$ cat config.mk
export PLATFORM = sky130hd
export DESIGN_NAME = load_unit
export DESIGN_NICKNAME = d
export VERILOG_FILES = /design/src/rtl/load_unit.sv
export SDC_FILE = /design/constraint.sdc
export NUM_CORES = 1
export LEC_CHECK = 0
export ABC_AREA = 1
export BUFFER_PORTS_ARGS = -buffer_cell sky130_fd_sc_hd__buf_4
export CORE_UTILIZATION = 45
export DETAILED_ROUTE_END_ITERATION = 12
export PLACE_DENSITY = 0.75
export SETUP_SLACK_MARGIN = 0.1
export SYNTH_ARGS = -nofsm -noshare
export SYNTH_HDL_FRONTEND = slang
export SYNTH_SLANG_ARGS = --single-unit
$ cat constraint.sdc
create_clock -name clk -period 1.9 [get_ports clk]
set_input_delay 0.095 -clock clk [delete_from_list [all_inputs] [get_ports clk]]
set_output_delay 0.095 -clock clk [all_outputs]
set_load 0.02 [all_outputs]
$ cat src/rtl/load_unit.sv
// Load unit: fetches one aligned word, then extracts and extends the addressed byte/halfword/word.
// Define LOAD_MISALIGN_CHECK_EN to reject misaligned lh/lhu/lw with an err pulse instead of loading.
module load_unit #(
    parameter int unsigned WAIT_MAX = 15
) (
    input  logic        clk,
    input  logic        reset_n,
    input  logic        start,
    input  logic [31:0] addr,
    input  logic [2:0]  loadtype,
    output logic        busy,
    output logic        mem_req,
    output logic [31:0] mem_addr,
    input  logic        mem_ack,
    input  logic [31:0] mem_rdata,
    output logic [31:0] result,
    output logic        done,
    output logic        err
);

    localparam logic [2:0] LtLb  = 3'b000;
    localparam logic [2:0] LtLh  = 3'b001;
    localparam logic [2:0] LtLw  = 3'b010;
    localparam logic [2:0] LtLbu = 3'b100;
    localparam logic [2:0] LtLhu = 3'b101;

    localparam logic [7:0] WaitMaxC = 8'(WAIT_MAX);

    typedef enum logic [1:0] {
        StIdle,
        StReq,
        StDone,
        StErr
    } state_t;

    state_t      state_q;
    logic [31:0] addr_q;
    logic [2:0]  lt_q;
    logic [7:0]  wait_q;
    logic [7:0]  wait_inc;

    logic        type_ok;
    logic        misaligned;
    logic        reject;
    logic [7:0]  byte_sel;
    logic [15:0] half_sel;
    logic [31:0] ext_data;

    assign mem_addr = {addr_q[31:2], 2'b00};
    assign wait_inc = wait_q + 8'd1;

    // Decision made on the live inputs so a bad request never reaches REQ.
    always_comb begin
        type_ok = (loadtype == LtLb) || (loadtype == LtLh) || (loadtype == LtLw) ||
                  (loadtype == LtLbu) || (loadtype == LtLhu);
`ifdef LOAD_MISALIGN_CHECK_EN
        misaligned = (((loadtype == LtLh) || (loadtype == LtLhu)) && addr[0]) ||
                     ((loadtype == LtLw) && (addr[1:0] != 2'b00));
`else
        misaligned = 1'b0;
`endif
        reject = !type_ok || misaligned;
    end

    always_comb begin
        byte_sel = 8'h00;
        case (addr_q[1:0])
            2'd0: byte_sel = mem_rdata[7:0];
            2'd1: byte_sel = mem_rdata[15:8];
            2'd2: byte_sel = mem_rdata[23:16];
            2'd3: byte_sel = mem_rdata[31:24];
            default: byte_sel = 8'h00;
        endcase
        half_sel = addr_q[1] ? mem_rdata[31:16] : mem_rdata[15:0];
        case (lt_q)
            LtLb:    ext_data = {{24{byte_sel[7]}}, byte_sel};
            LtLh:    ext_data = {{16{half_sel[15]}}, half_sel};
            LtLbu:   ext_data = {24'h000000, byte_sel};
            LtLhu:   ext_data = {16'h0000, half_sel};
            default: ext_data = mem_rdata;
        endcase
    end

    always_ff @(posedge clk or negedge reset_n) begin
        if (!reset_n) begin
            state_q <= StIdle;
            addr_q  <= 32'h0;
            lt_q    <= 3'b000;
            wait_q  <= 8'h00;
            busy    <= 1'b0;
            mem_req <= 1'b0;
            result  <= 32'h0;
            done    <= 1'b0;
            err     <= 1'b0;
        end else begin
            done <= 1'b0;
            err  <= 1'b0;
            case (state_q)
                StIdle: begin
                    if (start) begin
                        addr_q <= addr;
                        lt_q   <= loadtype;
                        busy   <= 1'b1;
                        if (reject) begin
                            state_q <= StErr;
                        end else begin
                            state_q <= StReq;
                            mem_req <= 1'b1;
                        end
                    end
                end
                StReq: begin
                    if (mem_ack) begin
                        result  <= ext_data;
                        wait_q  <= 8'h00;
                        mem_req <= 1'b0;
                        state_q <= StDone;
                    end else if (wait_inc == WaitMaxC) begin
                        // mem_req has now been up for WAIT_MAX cycles.
                        wait_q  <= 8'h00;
                        mem_req <= 1'b0;
                        state_q <= StErr;
                    end else begin
                        wait_q <= wait_inc;
                    end
                end
                StDone: begin
                    busy    <= 1'b0;
                    done    <= 1'b1;
                    state_q <= StIdle;
                end
                StErr: begin
                    busy    <= 1'b0;
                    err     <= 1'b1;
                    state_q <= StIdle;
                end
                default: begin
                    busy    <= 1'b0;
                    mem_req <= 1'b0;
                    state_q <= StIdle;
                end
            endcase
        end
    end

    assert property (@(posedge clk) disable iff (!reset_n) !(done && err));
    assert property (@(posedge clk) disable iff (!reset_n) mem_req |-> busy);

endmodule

==> out/qor.yml, run 1 <==
timing:
  finalMaxSlewViolations: 0
  min_period_ns: 1.63
  tns_ns: 0
  fin_skew_ns: 0.0105
  slew_headroom: 0.655
  finalCritPeriodShare: 0.860
  setup_viol: 0
  fmax_mhz: 612
  worst_pin_slew_ns: 0.516
  rsz0062_at_grt: "false"
  hold_viol: 0
final_layout:
  mostFrequentLayoutCells: "141 x buf_4, 88 x nand2_1, 80 x dfrtp_1, 38 x dlygate4sd3_1, 32 x inv_1"
  design_area_um2: 5590
  syn_to_final_growth_pct: 36.3
  final_common_cell: "buf_4"
  fin_nets: 641
  layout-drive-gt1-share: 0.380
  fill_cells: 710
  utilization: 0.638
global_route:
  grt_pass1_vias: 3401
  gr-usage-met2: 0.374
  track_usage: 0.219
  grt_busiest_layer: "met2"
  grt.met1_usage: 0.277
  grt_first_pass_wirelength_um: 16500
  grt.overflow.total: 0
  grt_max_degree: 45
  antenna_found_initial: 1
  grt_use_met3: 0.0417
floorplanning:
  start_util: 0.468
  die_h_um: 97.5
  die_area_um2: 9500
  core_area_um2: 8760
  ios: 139
  die_x_um: 97.5
  rows: 34
clock_network:
  clock_latency_ns: 0.35
  htree_levels: 3
  cts.sinks: 81
  cts_made_buffers: 9
  post_cts_buffers: 0
  clockBufferDepth: 2
  path_clk_slew_ns: 0.09
  clockRootBuffer: "clkbuf_8"
  cts_tree: "done"
job:
  maxCapViolations: 0
outcome:
  outcome: "completed"
detailed_routing:
  drt-initial-drc-count: 135
  via_count: 3404
  routed_wl_um: 10100
  drc: 0
  ant_nets: 0
  post_drt_wl_per_cell_um: 14.8
  via_per_inst: 4.99
  dr.pass1.iters: 4
setup_path:
  crit_required_ns: 2.14
  start_kind: "flop"
  worstSetupPathType: "flop to flop"
  cp-end-kind: "flop"
  cp.arrival_ns: 1.88
  cp_max_fo: 6
synth:
  synth_cell_types: 35
  syn_inst: 424
  ys.warnings.count: 0
  yosysSeqAreaShare: 0.494
  syn_avg_cell_area_um2: 9.67
  syn_area_um2: 4100
  ys_ff_latch: 81
pwr:
  ir_worst_vdd_uv: 1070
  leakagePower_nw: 2.71
  power-per-cell-area_nw_per_um2: 1620
placed_design:
  place.gp.congestion: 0.835
  placed_area_um2: 4990
  hpwl_um: 7130
  port_buffers: 136
min_path:
  hold_class: "input port to flop"
[report_power, final]
part	internal [mW]	switching, mW
Clock	0.659	0.661
Combinational	2.07	2.56
Sequential	2.55	0.562
[state kept, by name, indices dropped and copies added (netlist names)]
name and count:
mem_req 1, done 1, state_q 2, result 32
wait_q 8, err 1, addr_q 32, lt_q 3
busy 1
[logic make-up (layout without fill, tap and decap cells)]
family | count (synthesis) | in the layout | share of synthesized area
other | 1 | 3 | 0.000914
AOI/OAI and AO/OA | 79 | 79 | 0.128
and+or+nand+nor | 134 | 134 | 0.145
DFF | 81 | 81 | 0.494
muxes | 38 | 38 | 0.102
buffers and inverters | 89 | 237 | 0.124
adders and majority gates | 2 | 2 | 0.00610
[worst paths after layout]
| check | from | endpoint | slack [ns] | cells after the start |
|---|---|---|---|---|
| min reg2reg | mem_req | mem_req | 0.49 | 2 |
| max in group asynchronous | reset_n | addr_q[1] | 1.06 | 3 |
| max | wait_q[0] | mem_req | 0.27 | 11 |
| min in group asynchronous | reset_n | result[3] | 0.24 | 2 |
| max reg2reg | wait_q[0] | mem_req | 0.27 | 11 |
| min | mem_rdata[5] | result[5] | 0.01 | 3 |
[cell usage after synthesis (all sizes together)]
library cell / instances / area, um2
ha: 2 / 25.0
inv: 39 / 146
clkbuf: 3 / 11.3
mux2: 31 / 349
a2bb2oi: 8 / 70.1
o22ai: 18 / 150
conb: 1 / 3.75
o211ai: 11 / 82.6
a211oi: 1 / 7.51
dfrtp: 81 / 2030
buf: 47 / 353
nor3b: 1 / 7.51
nand2: 93 / 372
nor3: 3 / 20.0
a21oi: 17 / 92.6
nor2: 23 / 96.3
nand4: 4 / 25.0
mux2i: 7 / 70.1
nand3: 10 / 72.6
o21ai: 24 / 120
[worst max-delay path, stage by stage (launching register included)]
cell and delay, ns:
dfrtp_2 0.45, ha_2 0.22, nand2_1 0.10, nand2_1 0.08, nor2_1 0.13, nand3_1 0.11, nor2_2 0.10, nand2_2 0.08
nand2_4 0.09, nand3_1 0.08, nand2_1 0.06, nand2_1 0.05
[per-stage QoR]
step	power [mW]	hold WS, ns	instances	setup WS (ns)
after global placement	7.56	0.0935	627	0.359
after floorplan	6.39	-0.201	425	0.418
final	9.05	0.0134	682	0.266
after CTS	9.09	0.00300	681	0.244
after detailed placement	7.69	0.0991	627	0.255
after global routing	9.64	0.0152	682	0.117
[area by class of cell]
cell class	count	area, um2	share of cell area
antenna	1	2.50	0.000448
clock buffer	10	138	0.0246
clock inverter	6	72.6	0.0130
inverter	39	146	0.0262
multi-input combinational	255	1570	0.281
sequential	81	2030	0.363
tap	108	135	0.0242
timing repair buffer	182	1500	0.268
[layer usage]
metal,up-vias,share of wire
li1,1662,-
met1,1614,0.42
met2,111,0.51
met3,17,0.049
met4,0,0.018
met5,-,0
[repair_timing]
| action | 4_1_cts | 5_1_grt |
|---|---|---|
| hold endpoints to repair | 74 | 0 |
| gates resized for setup | 0 | 2 |
| hold buffers | 38 | 0 |
| endpoints found under the setup margin | 0 | 1 |
(Power assumes the default switching activity.)
==> inputs of run 2 (changes only) <==
--- a/config.mk
+++ b/config.mk
@@ -7,9 +7,11 @@
 export LEC_CHECK = 0
 export ABC_AREA = 1
 export BUFFER_PORTS_ARGS = -buffer_cell sky130_fd_sc_hd__buf_4
-export CORE_UTILIZATION = 45
+export CELL_PAD_IN_SITES_DETAIL_PLACEMENT = 1
+export CELL_PAD_IN_SITES_GLOBAL_PLACEMENT = 2
+export CORE_UTILIZATION = 30
 export DETAILED_ROUTE_END_ITERATION = 12
-export PLACE_DENSITY = 0.75
+export PLACE_DENSITY = 0.82
 export SETUP_SLACK_MARGIN = 0.1
 export SYNTH_ARGS = -nofsm -noshare
 export SYNTH_HDL_FRONTEND = slang
==> out/qor.yml, run 2 (synthesis gave the netlist of run 1 again) <==
clock_network:
  clock_latency_ns: 0.34  # about the same
  clockBufferDepth: 2  # unchanged
  cts_made_buffers: 9  # unchanged
  cts.sinks: 81  # unchanged
  path_clk_slew_ns: 0.07  # -0.02 ns
  clockRootBuffer: "clkbuf_16"
  cts_tree: "done"
  htree_levels: 3  # unchanged
timing:
  worst_pin_slew_ns: 0.538  # +0.0229 ns
  hold_viol: 0  # unchanged
  rsz0062_at_grt: "false"
  fmax_mhz: 600  # -1.9%
  min_period_ns: 1.67  # +0.0317 ns
  setup_viol: 0  # unchanged
  finalCritPeriodShare: 0.877  # +0.0167
  fin_skew_ns: 0.00961  # -0.000875 ns
  tns_ns: 0  # unchanged
  holdWs_ns: 0.00468  # -0.00873 ns
  finalMaxSlewViolations: 0  # unchanged
  slew_headroom: 0.640  # -0.0153
floorplanning:
  core_area_um2: 13300  # +52%
  start_util: 0.308  # -0.160
  die_x_um: 119  # +22%
  rows: 42  # +24%
  ios: 139  # unchanged
  die_area_um2: 14100  # +49%
  die_h_um: 119  # +22%
detailed_routing:
  via_per_inst: 4.63  # -7.2%
  via_count: 3443  # +1.1%
  post_drt_wl_per_cell_um: 15.5  # +4.9%
  ant_nets: 0  # unchanged
  drc: 0  # unchanged
  drt-initial-drc-count: 163  # +21%
  routed_wl_um: 11500  # +14%
  dr.pass1.iters: 4  # unchanged
min_path:
  hold_class: "input port to flop"
  hold_end: "addr_q[0]"
  min_from: "addr[0]"
  worstHoldPathCells: 3  # unchanged
job:
  maxCapViolations: 0  # unchanged
global_route:
  grt_max_degree: 46  # +2.2%
  grt_first_pass_wirelength_um: 18400  # +12%
  grt.overflow.total: 0  # unchanged
  grt_pass1_vias: 3571  # +5.0%
  antenna_found_initial: 0  # -1
  track_usage: 0.169  # -0.0501
setup_path:
  cp.arrival_ns: 1.90  # +0.02 ns
  critical_path.startpoint: "wait_q[0]"
  rr_startpoint: "wait_q[0]"
  crit_required_ns: 2.13  # about the same
  cp-end-kind: "flop"
  worstSetupPathType: "flop to flop"
  crit_family: "simple AND/OR/NAND/NOR gates"
  slowest_stage: "dfrtp_2"
  r2r_cells: 11  # unchanged
  cp_max_fo: 6  # unchanged
  crit_chain: "ha_2 -> nand2_1 -> nand2_1 -> nor2_1 -> nand3_1 -> nor2_2 -> nand2_2 -> nand2_4 -> nand3_1 -> nand2_1 -> nand2_1"
  cp_common_cell: "nand2_1"
  start_kind: "flop"
  cp_slowest_stage_delay_ns: 0.44  # about the same
  regToRegSetupSlack_ns: 0.23  # -0.03 ns
  critical_path_buf_inv_count: 0  # unchanged
  r2r-end: "mem_req"
final_layout:
  fin_nets: 636  # -0.78%
  final_common_cell: "buf_4"
  fill_cells: 1520  # +110%
  reg_top3: "addr_q: 32 flops, result: 32 flops, wait_q: 8 flops"
  instances_no_fill: 743  # +8.9%
  antenna_cells: 0  # -1
  syn_to_final_growth_pct: 39.4
  mostFrequentLayoutCells: "144 x buf_4, 87 x nand2_1, 79 x dfrtp_1, 32 x inv_1, 32 x dlygate4sd3_1"
  layout-drive-gt1-share: 0.388  # +0.00755
outcome:
  outcome: "completed"
pwr:
  leakagePower_nw: 2.74  # +0.94%
  report.power.total_mw: 9.68  # +6.9%
  ir_worst_vdd_uv: 719  # -33%
  power-per-cell-area_nw_per_um2: 1690  # +4.6%
placed_design:
  place.gp.congestion: 0.823  # -1.4%
  dp_cells: 696  # +11%
  port_buffers: 136  # unchanged
  hpwl_um: 8450  # +19%
## run 2: power breakdown
group	switching (mW)	internal, mW
Sequential	0.569	2.55
Clock	0.714	1.22
Combinational	2.58	2.04
Total	3.87	5.81
## run 2: through the flow
stage | utilization | cell area (um2) | worst slack (ns)
floorplan | - | 4110 | 0.418
global placement | 0.381 | 5060 | 0.332
detailed placement | 0.381 | 5060 | 0.180
CTS | 0.430 | 5710 | 0.182
global route | 0.430 | 5720 | 0.109
finish | 0.430 | 5720 | 0.234
## run 2: cell type report
type | count | area [um2] | area share
timing repair buffer | 177 | 1420 | 0.249
inverter | 39 | 146 | 0.0256
clock buffer | 11 | 253 | 0.0442
clock inverter | 4 | 76.3 | 0.0133
tap | 176 | 220 | 0.0385
multi-input combinational | 255 | 1570 | 0.275
sequential | 81 | 2030 | 0.355
## run 2: worst max path at each step
stage                     end  slack (ns)  depth (start not counted)
floorplan             mem_req        0.42                         11
global placement    result[0]        0.33                          7
detailed placement    mem_req        0.18                         11
CTS                   mem_req        0.18                         11
global route          mem_req        0.11                         11
finish                mem_req        0.23                         11
## run 2: repair_timing
action                                  CTS  global route
buffers inserted                          0             0
endpoints found under the setup margin    0             1
gates resized for setup                   0             3
hold endpoints to repair                 67             0
hold buffers                             32             0
## run 2: worst min-delay path: cells and delay by family
kind,cells,cell delay (ns)
compound gates,1,0.10
buf+inv,1,0.08
simple gates,1,0.03
## run 2: routing by layer
layer	wire, um	vias up	track usage
met1	5170	1695	0.216
met4	168	0	0.0601
met3	436	13	0.0316
met2	5760	78	0.283
li1	-	1657	-
met5	0	-	0
